**src/rtl/z80_bus_loader_pkg.sv**
```systemverilog
// Shared definitions for the Z80 bus loader.
//   state_t   : controller states (IDLE, REQ, SETUP, STROBE, HOLD, RELEASE)
//   OP_RD/WR  : transfer direction as latched from cmd_wr
//   PH_W      : width of the per-phase down-counter (PHASE_CLKS up to 15)
//   next_addr : 16-bit address step, wraps FFFF -> 0000
package z80_bus_loader_pkg;

    typedef enum logic [2:0] {
        ST_IDLE    = 3'd0,
        ST_REQ     = 3'd1,
        ST_SETUP   = 3'd2,
        ST_STROBE  = 3'd3,
        ST_HOLD    = 3'd4,
        ST_RELEASE = 3'd5
    } state_t;

    localparam logic OP_RD = 1'b0;
    localparam logic OP_WR = 1'b1;

    localparam int PH_W = 4;

    function automatic logic [15:0] next_addr(input logic [15:0] a);
        return a + 16'd1;
    endfunction

endpackage

```
**src/rtl/z80_bus_loader_sync2.sv**
```systemverilog
// Two-flop synchroniser for an asynchronous active-low Z80 input.
// Both flops preset to 1 so the synchronised signal reads "inactive" out of reset.
//   clk   : system clock
//   reset : asynchronous active-low reset
//   d     : asynchronous input
//   q     : synchronised output
module z80_bus_loader_sync2 (
    input  logic clk,
    input  logic reset,
    input  logic d,
    output logic q
);

    logic meta;

    always_ff @(posedge clk or negedge reset) begin
        if (!reset) begin
            meta <= 1'b1;
            q    <= 1'b1;
        end else begin
            meta <= d;
            q    <= meta;
        end
    end

endmodule

```
**src/rtl/z80_bus_loader.sv**
```systemverilog
// Z80 bus initiator: requests the bus with BUSRQ/BUSAK, then runs memory write or
// read cycles (SETUP / STROBE / HOLD, PHASE_CLKS clocks each) to fill or dump memory.
// Tristate buffers live in the CPLD top; this block only produces bus_oe and d_oe.
//   clk, reset                      : clock, async active-low reset
//   cmd_start/wr/addr/len           : host command (accepted only when busy=0)
//   abort                           : finish the current bus cycle, then release
//   wd_data/wd_valid/wd_ready       : host write-data stream (wd_ready = consumed pulse)
//   rd_data/rd_valid/rd_ready       : host read-data stream (rd_valid held until rd_ready)
//   busy/done/error                 : status (error = sticky BUSAK timeout)
//   busrq_n/busak_n                 : Z80 bus request handshake
//   a_out/d_out/d_in/d_oe/bus_oe    : address/data bus and drive enables
//   mreq_n/rd_n/wr_n                : Z80 strobes
//
// state   | meaning
// IDLE    | waiting for cmd_start
// REQ     | busrq_n low, waiting for synchronised busak_n low (or timeout/abort)
// SETUP   | address driven; writes wait for host data, then PHASE_CLKS setup
// STROBE  | mreq_n plus rd_n or wr_n low for PHASE_CLKS
// HOLD    | strobes high, address/data held; reads wait for rd_ready
// RELEASE | bus released, waiting for busak_n to return high
module z80_bus_loader
    import z80_bus_loader_pkg::*;
#(
    parameter int PHASE_CLKS  = 2,
    parameter int ACK_TIMEOUT = 1023
) (
    input  logic        clk,
    input  logic        reset,
    input  logic        cmd_start,
    input  logic        cmd_wr,
    input  logic [15:0] cmd_addr,
    input  logic [15:0] cmd_len,
    input  logic        abort,
    input  logic [7:0]  wd_data,
    input  logic        wd_valid,
    output logic        wd_ready,
    output logic [7:0]  rd_data,
    output logic        rd_valid,
    input  logic        rd_ready,
    output logic        busy,
    output logic        done,
    output logic        error,
    output logic        busrq_n,
    input  logic        busak_n,
    output logic [15:0] a_out,
    output logic [7:0]  d_out,
    input  logic [7:0]  d_in,
    output logic        d_oe,
    output logic        bus_oe,
    output logic        mreq_n,
    output logic        rd_n,
    output logic        wr_n
);

    localparam int ACK_W = (ACK_TIMEOUT > 2) ? $clog2(ACK_TIMEOUT) : 1;
    localparam logic [ACK_W-1:0] ACK_LOAD = ACK_W'(ACK_TIMEOUT - 1);
    localparam logic [PH_W-1:0]  PH_LOAD  = PH_W'(PHASE_CLKS - 1);

    state_t            state;
    logic              op;
    logic [15:0]       addr;
    logic [15:0]       len;
    logic              abort_q;
    logic              have_data;
    logic              rd_taken;
    logic [ACK_W-1:0]  req_cnt;
    logic [PH_W-1:0]   ph_cnt;
    logic              busak_s;
    logic              abort_seen;
    logic              rd_hs;
    logic [15:0]       addr_nx;

    z80_bus_loader_sync2 u_busak_sync (
        .clk   (clk),
        .reset (reset),
        .d     (busak_n),
        .q     (busak_s)
    );

    // Abort acts even in the cycle it arrives, so a pulse coinciding with the
    // end of HOLD is not lost.
    assign abort_seen = abort_q | abort;
    assign rd_hs      = rd_valid & rd_ready;
    assign addr_nx    = next_addr(addr);

    always_ff @(posedge clk or negedge reset) begin
        if (!reset) begin
            state     <= ST_IDLE;
            op        <= OP_RD;
            addr      <= '0;
            len       <= '0;
            abort_q   <= 1'b0;
            have_data <= 1'b0;
            rd_taken  <= 1'b0;
            req_cnt   <= '0;
            ph_cnt    <= '0;
            busrq_n   <= 1'b1;
            bus_oe    <= 1'b0;
            d_oe      <= 1'b0;
            mreq_n    <= 1'b1;
            rd_n      <= 1'b1;
            wr_n      <= 1'b1;
            a_out     <= '0;
            d_out     <= '0;
            rd_data   <= '0;
            rd_valid  <= 1'b0;
            wd_ready  <= 1'b0;
            busy      <= 1'b0;
            done      <= 1'b0;
            error     <= 1'b0;
        end else begin
            wd_ready <= 1'b0;
            done     <= 1'b0;
            if (state != ST_IDLE && abort)
                abort_q <= 1'b1;

            unique case (state)
                ST_IDLE: begin
                    if (cmd_start) begin
                        error   <= 1'b0;
                        abort_q <= 1'b0;
                        if (cmd_len == '0) begin
                            done <= 1'b1;
                        end else begin
                            op      <= cmd_wr;
                            addr    <= cmd_addr;
                            len     <= cmd_len;
                            busy    <= 1'b1;
                            busrq_n <= 1'b0;
                            req_cnt <= ACK_LOAD;
                            state   <= ST_REQ;
                        end
                    end
                end

                ST_REQ: begin
                    if (!busak_s) begin
                        bus_oe    <= 1'b1;
                        a_out     <= addr;
                        have_data <= (op == OP_RD);
                        ph_cnt    <= PH_LOAD;
                        state     <= ST_SETUP;
                    end else if (abort_seen) begin
                        busrq_n <= 1'b1;
                        state   <= ST_RELEASE;
                    end else if (req_cnt == '0) begin
                        error   <= 1'b1;
                        busrq_n <= 1'b1;
                        state   <= ST_RELEASE;
                    end else begin
                        req_cnt <= req_cnt - ACK_W'(1);
                    end
                end

                ST_SETUP: begin
                    if (!have_data) begin
                        // Setup time is counted from when write data is on D.
                        if (wd_valid) begin
                            d_out     <= wd_data;
                            wd_ready  <= 1'b1;
                            d_oe      <= 1'b1;
                            have_data <= 1'b1;
                            ph_cnt    <= PH_LOAD;
                        end
                    end else if (ph_cnt == '0) begin
                        mreq_n <= 1'b0;
                        if (op == OP_WR)
                            wr_n <= 1'b0;
                        else
                            rd_n <= 1'b0;
                        ph_cnt <= PH_LOAD;
                        state  <= ST_STROBE;
                    end else begin
                        ph_cnt <= ph_cnt - PH_W'(1);
                    end
                end

                ST_STROBE: begin
                    if (ph_cnt == '0) begin
                        mreq_n   <= 1'b1;
                        rd_n     <= 1'b1;
                        wr_n     <= 1'b1;
                        ph_cnt   <= PH_LOAD;
                        rd_taken <= 1'b0;
                        if (op == OP_RD) begin
                            rd_data  <= d_in;
                            rd_valid <= 1'b1;
                        end
                        state <= ST_HOLD;
                    end else begin
                        ph_cnt <= ph_cnt - PH_W'(1);
                    end
                end

                ST_HOLD: begin
                    if (rd_hs) begin
                        rd_valid <= 1'b0;
                        rd_taken <= 1'b1;
                    end
                    if (ph_cnt != '0) begin
                        ph_cnt <= ph_cnt - PH_W'(1);
                    end else if (op == OP_WR || rd_taken || rd_hs) begin
                        addr <= addr_nx;
                        len  <= len - 16'd1;
                        d_oe <= 1'b0;
                        if (len == 16'd1 || abort_seen) begin
                            bus_oe  <= 1'b0;
                            busrq_n <= 1'b1;
                            state   <= ST_RELEASE;
                        end else begin
                            a_out     <= addr_nx;
                            have_data <= (op == OP_RD);
                            ph_cnt    <= PH_LOAD;
                            state     <= ST_SETUP;
                        end
                    end
                end

                ST_RELEASE: begin
                    if (busak_s) begin
                        busy  <= 1'b0;
                        done  <= 1'b1;
                        state <= ST_IDLE;
                    end
                end

                default: state <= ST_IDLE;
            endcase
        end
    end

endmodule

```
**config.mk**
```make
export PLATFORM = sky130hd
export DESIGN_NAME = z80_bus_loader
export DESIGN_NICKNAME = d
export VERILOG_FILES = /design/src/rtl/z80_bus_loader_pkg.sv /design/src/rtl/z80_bus_loader_sync2.sv /design/src/rtl/z80_bus_loader.sv
export SDC_FILE = /design/constraint.sdc
export NUM_CORES = 1
export LEC_CHECK = 0
export ABC_CLOCK_PERIOD_IN_PS = 4130
export BUFFER_PORTS_ARGS = -buffer_cell sky130_fd_sc_hd__buf_2
export CAP_MARGIN = 10
export CORE_MARGIN = 5
export CORE_UTILIZATION = 60
export CTS_CLUSTER_SIZE = 12
export DETAILED_ROUTE_END_ITERATION = 8
export PLACE_DENSITY = 0.86
export SETUP_SLACK_MARGIN = 0.3
export SYNTH_ARGS = -nofsm -noshare
export SYNTH_HDL_FRONTEND = slang
export SYNTH_SLANG_ARGS = --single-unit
export TNS_END_PERCENT = 5
```
**constraint.sdc**
```tcl
create_clock -name clk -period 4.13 [get_ports clk]
set_input_delay 0.826 -clock clk [delete_from_list [all_inputs] [get_ports clk]]
set_output_delay 0.826 -clock clk [all_outputs]
set_load 0.01 [all_outputs]
```
==> results of run 1 <==
-- cell usage after synthesis (all sizes together) (10+ instances only) --
library cell and count:
dfrtp 92, nand2 92, o21ai 61, a21oi 44
nor2 38, nand3 21, inv 18, clkbuf 13
nor3 13, buf 12, xnor2 11, nor4 10
o22ai 10, xor2 10
-- logic make-up after synthesis --
family	Yosys count	synth area share, %
DFF	98	47.68
AOI/OAI and AO/OA	164	19.69
muxes	10	2.159
and+or+nand+nor	227	21.32
adders and majority gates	7	1.698
buffers and inverters	44	3.880
xor gates and xnor gates	21	3.565
-- metal layers --
| metal | GRT usage [%] | vias up | part of all wire, % |
|---|---|---|---|
| li1 | - | 2226 | - |
| met1 | 34.79 | 2154 | 44 |
| met2 | 36.10 | 205 | 46 |
| met3 | 3.924 | 21 | 8.8 |
| met4 | 8.375 | 0 | 1.5 |
| met5 | 0 | - | 0 |
-- how the worst max path moves through the flow --
stage / depth (start not counted) / endpoint / startpoint / slack, ps
floorplan: 5 / req_cnt[7] / cmd_len[11] / 1870
global placement: 5 / addr[2] / state[2] / 1330
detailed placement: 5 / len[8] / state[2] / 1170
CTS: 5 / len[8] / state[2] / 1160
global route: 5 / addr[2] / state[2] / 920
finish: 5 / len[8] / state[2] / 1120
-- power by group through the flow --
stage	Clock, mW	Sequential [mW]	Combinational, mW
finish	0.575	1.78	1.64
global route	0.622	1.83	1.85
CTS	0.583	1.77	1.64
detailed placement	0	1.79	1.64
floorplan	0	1.73	1.16
global placement	0	1.75	1.58
-- worst max-delay path: cells and delay by family (launching register included) --
family	cells	cell delay [ps]
simple gates	2	1280
compound gates	3	580
flops	1	990
-- metrics by stage --
step | instance area [sq um] | util [%] | std cells | power, mW
6_report | 5881 | 70.86 | 770 | 3.996
3_5_place_dp | 5703 | 68.72 | 754 | 3.423
2_1_floorplan | 5159 | - | 571 | 2.889
5_1_grt | 5881 | 70.86 | 770 | 4.304
3_3_place_gp | 5703 | 68.72 | 754 | 3.333
4_1_cts | 5881 | 70.86 | 770 | 3.993
-- state kept, by name (all words and copies together) (netlist names), 3 cells and up --
| name | count |
|---|---|
| rd_data | 8 |
| len | 16 |
| req_cnt | 10 |
| d_out | 8 |
| ph_cnt | 4 |
| addr | 16 |
| a_out | 16 |
| state | 3 |
-- placed cells by master (no fill, tap or decap), types with 5 or more instances in the layout --
| cell type | n |
|---|---|
| dfstp_2 | 6 |
| nand2_1 | 92 |
| or3_1 | 7 |
| mux2_2 | 9 |
| dfrtp_1 | 92 |
| nand2b_1 | 9 |
| buf_4 | 6 |
| a22o_1 | 6 |
| clkbuf_8 | 9 |
| xnor2_1 | 11 |
| xor2_1 | 10 |
| o31ai_1 | 5 |
| ha_1 | 7 |
| nand4_1 | 9 |
| nor2_1 | 38 |
| inv_1 | 18 |
| nor4_1 | 9 |
| and3_1 | 5 |
| nor3_1 | 13 |
| o22ai_1 | 10 |
| buf_2 | 97 |
| a21oi_1 | 43 |
| o21ai_0 | 56 |
| nand3_1 | 21 |
-- final cells by class --
cell class / count / area (sq um) / share of cell area [%]
sequential: 98 / 2460 / 41.83
tap: 105 / 131.4 / 2.234
clock buffer: 10 / 127.6 / 2.170
timing repair buffer: 103 / 530.5 / 9.021
inverter: 19 / 71.32 / 1.213
clock inverter: 6 / 50.05 / 0.8511
multi-input combinational: 429 / 2510 / 42.68
==> impl_metrics.tcl, run 1 <==
set metrics [dict create \
    hold_slack_ps 362.1 \
    die_area_sq_um 10550 \
    drt_wl_total_mm 12.39 \
    path_common_cell "o21ai_0" \
    drive_above_1_share_pct 21.35 \
    fillers 649 \
    drc 0 \
    cpMaxStageDelayCell "dfrtp_1" \
    nets 723 \
    dr_total_vias 4606 \
    path_cells "or3b_2 -> nor3_1 -> a21oi_1 -> o21ai_0 -> o21ai_0" \
    p_int_mw 2.287 \
    vias_per_cell 5.982 \
    syn_to_final_growth_pct 13.99 \
    cts.clk_slew.worst_paths_ps 100 \
    required_ps 4350 \
    clock_skew_ps 11.28 \
    postSynthAreaPerCell_sq_um 9.034 \
    cts_root_buffer "clkbuf_8" \
    crit_type "reg -> reg" \
    synth_area_leader_cell "dfrtp_1" \
    n_antenna_cell 0 \
    synth_seq_area_share_pct 47.68 \
    cts_inserted_buffers 9 \
    preCtsSetupSlack_ps 1172 \
    rows 33 \
    post-route-period-util_pct 72.81 \
    switching_share_pct 42.76 \
    initial_utilization_pct 62.16 \
    grt_pass1_vias 4123 \
    cp-start-kind "flip-flop" \
    synthTopCellsByArea "dfrtp_1 45%, nand2_1 6.7%, o21ai_0 5.4%" \
    reg2reg_depth 5 \
    clock_sinks 98 \
    synth-seq-cells 98 \
    timing.fmax_mhz 332.6 \
    async_reset_ff_share_pct 100.0 \
    yosys.cell_types.count 61 \
    setup_viol 0 \
    end_kind "flip-flop" \
    r2r-end "len[8]" \
    ant_nets 0 \
    cts.repair.resized 0 \
    fin_setup_tns_ps 0 \
    grt_usage_pct 23.81 \
    cp.arrival_ps 3230 \
    slowest_delay_ps 990 \
    routabilityCongestion 0.9238 \
    fin_crit_ps 3007 \
    hold_violations 0 \
    netlist_instances 571 \
    grt_setup_unrepaired "false" \
    cts_hold_buf 0 \
    drt_pass1_iterations 6 \
    dp_hpwl_mm 9.046 \
    final_max_slew_viol_count 0 \
    hp-start "u_busak_sync.meta" \
    worstPathMaxFanout 31 \
    core-area_sq_um 8299 \
    grt_max_degree 58 \
    ioPinCount 99 \
    cts_buffer_depth 2 \
    leakage_nw 2.534 \
    grt_pass1_wl_mm 19.90 \
    power_frac_comb_pct 41.1 \
    synth_edf_count 0 \
    layout_setup_ws_ps 1123 \
    synthFlopType "dfrtp_1" \
    ir_drop_mv 0.2997 \
    wl_per_cell_microns 16.09 \
    yosysTopAreaCellShare_pct 44.63 \
    syn_nets 634 \
    worstSkewPairLatency_ps 370 \
    die_h_microns 102.7 \
    power_density_nw_per_um2 679.5 \
    status "finished, final reports clean" \
    post-cts-setup-buffers 0 \
    yosysWarnings 0 \
    syn_area_sq_um 5159 \
    seq_power_share_pct 44.5 \
    regToRegStartpoint "state[2]" \
    worst_pin_slew_ps 964.6 \
    whs_endpoint "u_busak_sync.q" \
    grt_overflow 0 \
    netSwitchingPower_mw 1.709 \
    rrSetupSlack_ps 1120 \
    hp-class "reg -> reg" \
    pwr-share-clk_pct 14.4 \
    drtIter0Drc 309 \
    io_buffer_count 98 \
    hold_depth 0 \
    antenna_found_initial 0 \
    cts_tree "yes" \
    max_cap_violations 0 \
    htree_levels 3 \
    relSlewSlack_pct 35.69 \
    fp.dieW_microns 102.7 \
]
(Power assumes the default switching activity.)
==> run 2, diff against run 1 <==
--- a/config.mk
+++ b/config.mk
@@ -5,14 +5,14 @@
 export SDC_FILE = /design/constraint.sdc
 export NUM_CORES = 1
 export LEC_CHECK = 0
-export ABC_CLOCK_PERIOD_IN_PS = 4130
+export ABC_CLOCK_PERIOD_IN_PS = 2600
 export BUFFER_PORTS_ARGS = -buffer_cell sky130_fd_sc_hd__buf_2
 export CAP_MARGIN = 10
 export CORE_MARGIN = 5
-export CORE_UTILIZATION = 60
+export CORE_UTILIZATION = 50
 export CTS_CLUSTER_SIZE = 12
 export DETAILED_ROUTE_END_ITERATION = 8
-export PLACE_DENSITY = 0.86
+export PLACE_DENSITY = 0.76
 export SETUP_SLACK_MARGIN = 0.3
 export SYNTH_ARGS = -nofsm -noshare
 export SYNTH_HDL_FRONTEND = slang
==> constraint.sdc (replaced) <==
create_clock -name clk -period 2.6 [get_ports clk]
set_input_delay 0.52 -clock clk [delete_from_list [all_inputs] [get_ports clk]]
set_output_delay 0.52 -clock clk [all_outputs]
set_load 0.01 [all_outputs]
==> impl_metrics.tcl, run 2 (synthesis results as in run 1) <==
set metrics [dict create \
    seq_power_share_pct 40.6 \
    routabilityCongestion 0.8863 \
    drt_pass1_iterations 5 \
    p_total_mw 6.772 \
    status "finished, final reports clean" \
    cts_inserted_buffers 9 \
    n_antenna_cell 0 \
    drtIter0Drc 451 \
    final_max_slew_viol_count 0 \
    grt_setup_unrepaired "true" \
    worst_pin_slew_ps 631.5 \
    dr_total_vias 4740 \
    power_density_nw_per_um2 1095 \
    cts_buffer_depth 2 \
    vias_per_cell 5.759 \
    regArea_sq_um 2462 \
    cts_root_buffer "clkbuf_8" \
    dp_hpwl_mm 9.460 \
    nets 745 \
    wl_per_cell_microns 15.75 \
    ioPinCount 99 \
    cp.arrival_ps 2470 \
    cp-start-kind "flip-flop" \
    worstSkewPairLatency_ps 380 \
    syn_to_final_growth_pct 19.94 \
    fillers 899 \
    max_cap_violations 0 \
    power_frac_comb_pct 42.9 \
    grt_max_degree 44 \
    die_h_microns 111.6 \
    grt_pass1_wl_mm 21.38 \
    final_common_cell "buf_2" \
    p_int_mw 3.993 \
    ant_nets 0 \
    required_ps 2830 \
    grt_overflow 0 \
    rows 37 \
    mostFrequentLayoutCells "97 x buf_2, 92 x nand2_1, 90 x dfrtp_1, 56 x o21ai_0, 43 x a21oi_1" \
    die_area_sq_um 12450 \
    fp.dieW_microns 111.6 \
    grt_pass1_vias 4475 \
    netSwitchingPower_mw 2.779 \
    clock_sinks 98 \
    fin_crit_ps 2246 \
    worstPathMaxFanout 5 \
    clock_skew_ps 9.796 \
    r2r-end "state[2]" \
    leakage_nw 2.706 \
    hp-class "in -> async" \
    hold_violations 0 \
    post-route-period-util_pct 86.39 \
    crit_type "reg -> reg" \
    htree_levels 3 \
    rrSetupSlack_ps 350 \
    setup_viol 0 \
    drt_wl_total_mm 12.96 \
    io_buffer_count 98 \
    end_kind "flip-flop" \
    antenna_found_initial 0 \
    fin_setup_tns_ps 0 \
    cts_tree "yes" \
    ir_drop_mv 0.3545 \
    drive_above_1_share_pct 24.75 \
    switching_share_pct 41.04 \
    reg_top3 "a_out x16, addr x16, len x16" \
    cts.clk_slew.worst_paths_ps 100 \
    grt_usage_pct 20.59 \
    drc 0 \
    timing.fmax_mhz 445.2 \
    multi_input_area_sq_um 2545 \
    placed_cells 805 \
    pwr-share-clk_pct 16.5 \
    relSlewSlack_pct 57.51 \
    regToRegStartpoint "ph_cnt[0]" \
    initial_utilization_pct 50.65 \
    reg2reg_depth 8 \
    core-area_sq_um 10180 \
    layout.cells.non_filler 823 \
    hold_slack_ps 57.51 \
]
[run 2: what timing repair did]
| action | CTS | global route |
|---|---|---|
| hold buffers | 0 | 0 |
| setup buffers | 0 | 1 |
| endpoints found under the setup margin | 9 | 52 |
| gates cloned | 0 | 1 |
| gates resized for setup | 1 | 6 |
| pin swaps | 0 | 2 |
[run 2: worst max-delay path, stage by stage, from the launching register on]
cell	delay (ps)
dfrtp_1	420
inv_1	100
ha_1	150
nor3b_1	170
buf_4	160
a31oi_1	100
a221o_1	370
o41ai_1	440
o311ai_1	180
[run 2: routing by layer]
layer,global-route usage (%),vias to the layer above,share of wire (%)
met1,28.43,2265,45
met2,32.81,176,46
met3,3.043,27,6.5
met5,0,-,0
met4,8.191,0,2.3
li1,-,2272,-
[run 2: area by class of cell]
type / count / area share, %
inverters: 19 / 1.153
clock buffers: 9 / 2.002
well taps: 136 / 2.750
clock inverters: 7 / 1.638
flip-flops and latches: 98 / 39.80
repair buffers: 124 / 11.53
multi-input cells: 430 / 41.13
[run 2: per-stage QoR]
stage / worst slack [ps] / instance area, sq um / util, %
after floorplan: 459.9 / 5159 / -
after global placement: 283.1 / 5917 / 58.10
after detailed placement: 231.9 / 5917 / 58.10
after CTS: 299.1 / 6145 / 60.33
after global routing: 264.4 / 6187 / 60.75
final: 353.8 / 6187 / 60.75
[run 2: power groups by stage]
stage	registers (mW)	clock network, mW	logic, mW
2_1_floorplan	2.74	0	1.85
3_3_place_gp	2.72	0	2.75
3_5_place_dp	2.75	0	2.85
4_1_cts	2.73	1.14	2.87
5_1_grt	2.85	1.20	3.21
6_report	2.75	1.12	2.90
[run 2: worst max path at each step]
stage                           from          to  cells after the start
after floorplan            ph_cnt[0]  rd_data[0]                      8
after global placement    cmd_len[3]  req_cnt[7]                      7
after detailed placement  cmd_len[0]  req_cnt[7]                      6
after CTS                   state[2]    addr[15]                      6
after global routing       ph_cnt[0]  rd_data[3]                      7
final                      ph_cnt[0]    state[2]                      8
==> run 3, diff against run 2 <==
==> constraint.sdc (replaced) <==
create_clock -name clk -period 2.6 [get_ports clk]
set_input_delay 0.26 -clock clk [delete_from_list [all_inputs] [get_ports clk]]
set_output_delay 0.26 -clock clk [all_outputs]
set_load 0.01 [all_outputs]
==> impl_metrics.tcl, run 3 (synthesis results as in run 1) <==
set metrics [dict create \
    regArea_sq_um 2460 \
    cts_buffer_depth 2 \
    routabilityCongestion 0.8977 \
    clock_skew_ps 9.286 \
    timing.fmax_mhz 427.9 \
    status "finished, final reports clean" \
    n_antenna_cell 0 \
    worstSkewPairLatency_ps 370 \
    grt_pass1_wl_mm 21.40 \
    grt_overflow 0 \
    hold_violations 0 \
    die_h_microns 111.6 \
    rows 37 \
    layout_setup_ws_ps 262.9 \
    routed-wl-met2_mm 5.843 \
    die_area_sq_um 12450 \
    cp.arrival_ps 2610 \
    fp.dieW_microns 111.6 \
    mostFrequentLayoutCells "97 x buf_2, 92 x nand2_1, 92 x dfrtp_1, 56 x o21ai_0, 43 x a21oi_1" \
    io_buffer_count 98 \
    whs_endpoint "d_out[2]" \
    grt_max_degree 55 \
    syn_to_final_growth_pct 17.97 \
    cp-start-kind "flip-flop" \
    post-route-period-util_pct 89.89 \
    hold_depth 3 \
    htree_levels 3 \
    required_ps 2870 \
    seq_power_share_pct 42.2 \
    post-cts-setup-buffers 0 \
    path_cells "inv_1 -> ha_1 -> or3b_2 -> nor2_1 -> nand2_1 -> or2_2 -> mux2_2" \
    drc 0 \
    ioPinCount 99 \
    max_cap_violations 0 \
    regToRegStartpoint "ph_cnt[0]" \
    final_area_sq_um 6086 \
    drt_wl_total_mm 12.44 \
    placed_cells 796 \
    grt_setup_unrepaired "true" \
    drt_pass1_iterations 5 \
    hp-start "wd_data[2]" \
    final_max_slew_viol_count 0 \
    placed_area_sq_um 5862 \
    fin_util_pct 59.75 \
    multi_input_area_sq_um 2526 \
    final_common_cell "buf_2" \
    switching_share_pct 42.03 \
    critical_path.top_delay_family "simple AND/OR/NAND/NOR gates" \
    clock_sinks 98 \
    ir_drop_mv 0.3685 \
    end_kind "flip-flop" \
    fin_setup_tns_ps 0 \
    setup_viol 0 \
    reg_top3 "a_out x16, addr x16, len x16" \
    reg2reg_depth 7 \
    worst_pin_slew_ps 702.2 \
    fin_crit_ps 2337 \
    cts.clk_slew.worst_paths_ps 100 \
    layout.cells.non_filler 814 \
    ant_nets 0 \
    initial_utilization_pct 50.65 \
    cpMaxStageDelayCell "or3b_2" \
    netSwitchingPower_mw 2.734 \
    pwr-share-clk_pct 14.8 \
    leakage_nw 2.624 \
    preCtsSetupSlack_ps 287.6 \
    worstPathMaxFanout 9 \
    drtIter0Drc 351 \
    cts_root_buffer "clkbuf_8" \
    crit_buf_inv 1 \
    fillers 893 \
    drive_above_1_share_pct 22.86 \
    p_int_mw 3.772 \
    wirelength_met1_mm 5.684 \
    hp-class "in -> reg" \
    slowest_delay_ps 490 \
    grt_usage_pct 20.39 \
    top_layer_used "met4" \
    dr_total_vias 4608 \
    vias_per_cell 5.661 \
    relSlewSlack_pct 52.76 \
    power_frac_comb_pct 43.0 \
    antenna_found_initial 0 \
    nets 736 \
    cts_tree "yes" \
    wl_per_cell_microns 15.28 \
    dp_hpwl_mm 9.139 \
    power_density_nw_per_um2 1069 \
    wl_met3_microns 679 \
    core-area_sq_um 10180 \
    grt_pass1_vias 4521 \
    r2r-end "rd_data[4]" \
    crit_type "reg -> reg" \
    rrSetupSlack_ps 260 \
    cts_inserted_buffers 9 \
]
==> run 3: worst max path at each step <==
stage / slack (ps) / cells past startpoint / end / from
after floorplan: 460 / 8 / rd_data[0] / ph_cnt[0]
after global placement: 390 / 7 / a_out[9] / len[1]
after detailed placement: 290 / 7 / req_cnt[7] / req_cnt[0]
after CTS: 290 / 7 / rd_data[2] / ph_cnt[0]
after global routing: 170 / 7 / rd_data[3] / ph_cnt[0]
final: 260 / 7 / rd_data[4] / ph_cnt[0]
==> run 3: worst min-delay path, stage by stage <==
cell and delay (ps):
buf_2 80, nand2_1 40, nand2_1 40
==> run 3: per-stage QoR <==
step / hold slack (ps) / power, mW
final: 72.41 / 6.506
after global routing: 69.65 / 7.030
after floorplan: -35.59 / 4.589
after detailed placement: 341.2 / 5.567
after global placement: 333.7 / 5.430
after CTS: 56.71 / 6.529
==> run 3: power groups by stage <==
stage / sequential, mW / clock (mW) / combinational, mW
after floorplan: 2.74 / 0 / 1.85
after global placement: 2.73 / 0 / 2.70
after detailed placement: 2.77 / 0 / 2.80
after CTS: 2.74 / 0.982 / 2.81
after global routing: 2.86 / 1.04 / 3.13
final: 2.75 / 0.962 / 2.80
==> run 3: per-layer routing <==
layer / GRT usage (%) / up-vias
met5: 0 / -
met4: 6.488 / 0
met3: 4.620 / 22
met2: 33.05 / 128
met1: 27.34 / 2202
li1: - / 2256
==> run 3: what timing repair did <==
action | CTS | global route
hold buffers | 2 | 0
endpoints found under the setup margin | 5 | 29
resized for setup | 1 | 1
gates cloned | 0 | 0
endpoints found under the hold margin | 51 | 0
==> run 3: layout make-up <==
cell class / instances / share of cell area [%]
multi-input combinational: 429 / 41.51
sequential: 98 / 40.42
tap: 136 / 2.796
inverter: 19 / 1.172
clock buffer: 10 / 2.262
timing repair buffer: 116 / 11.02
clock inverter: 6 / 0.8224
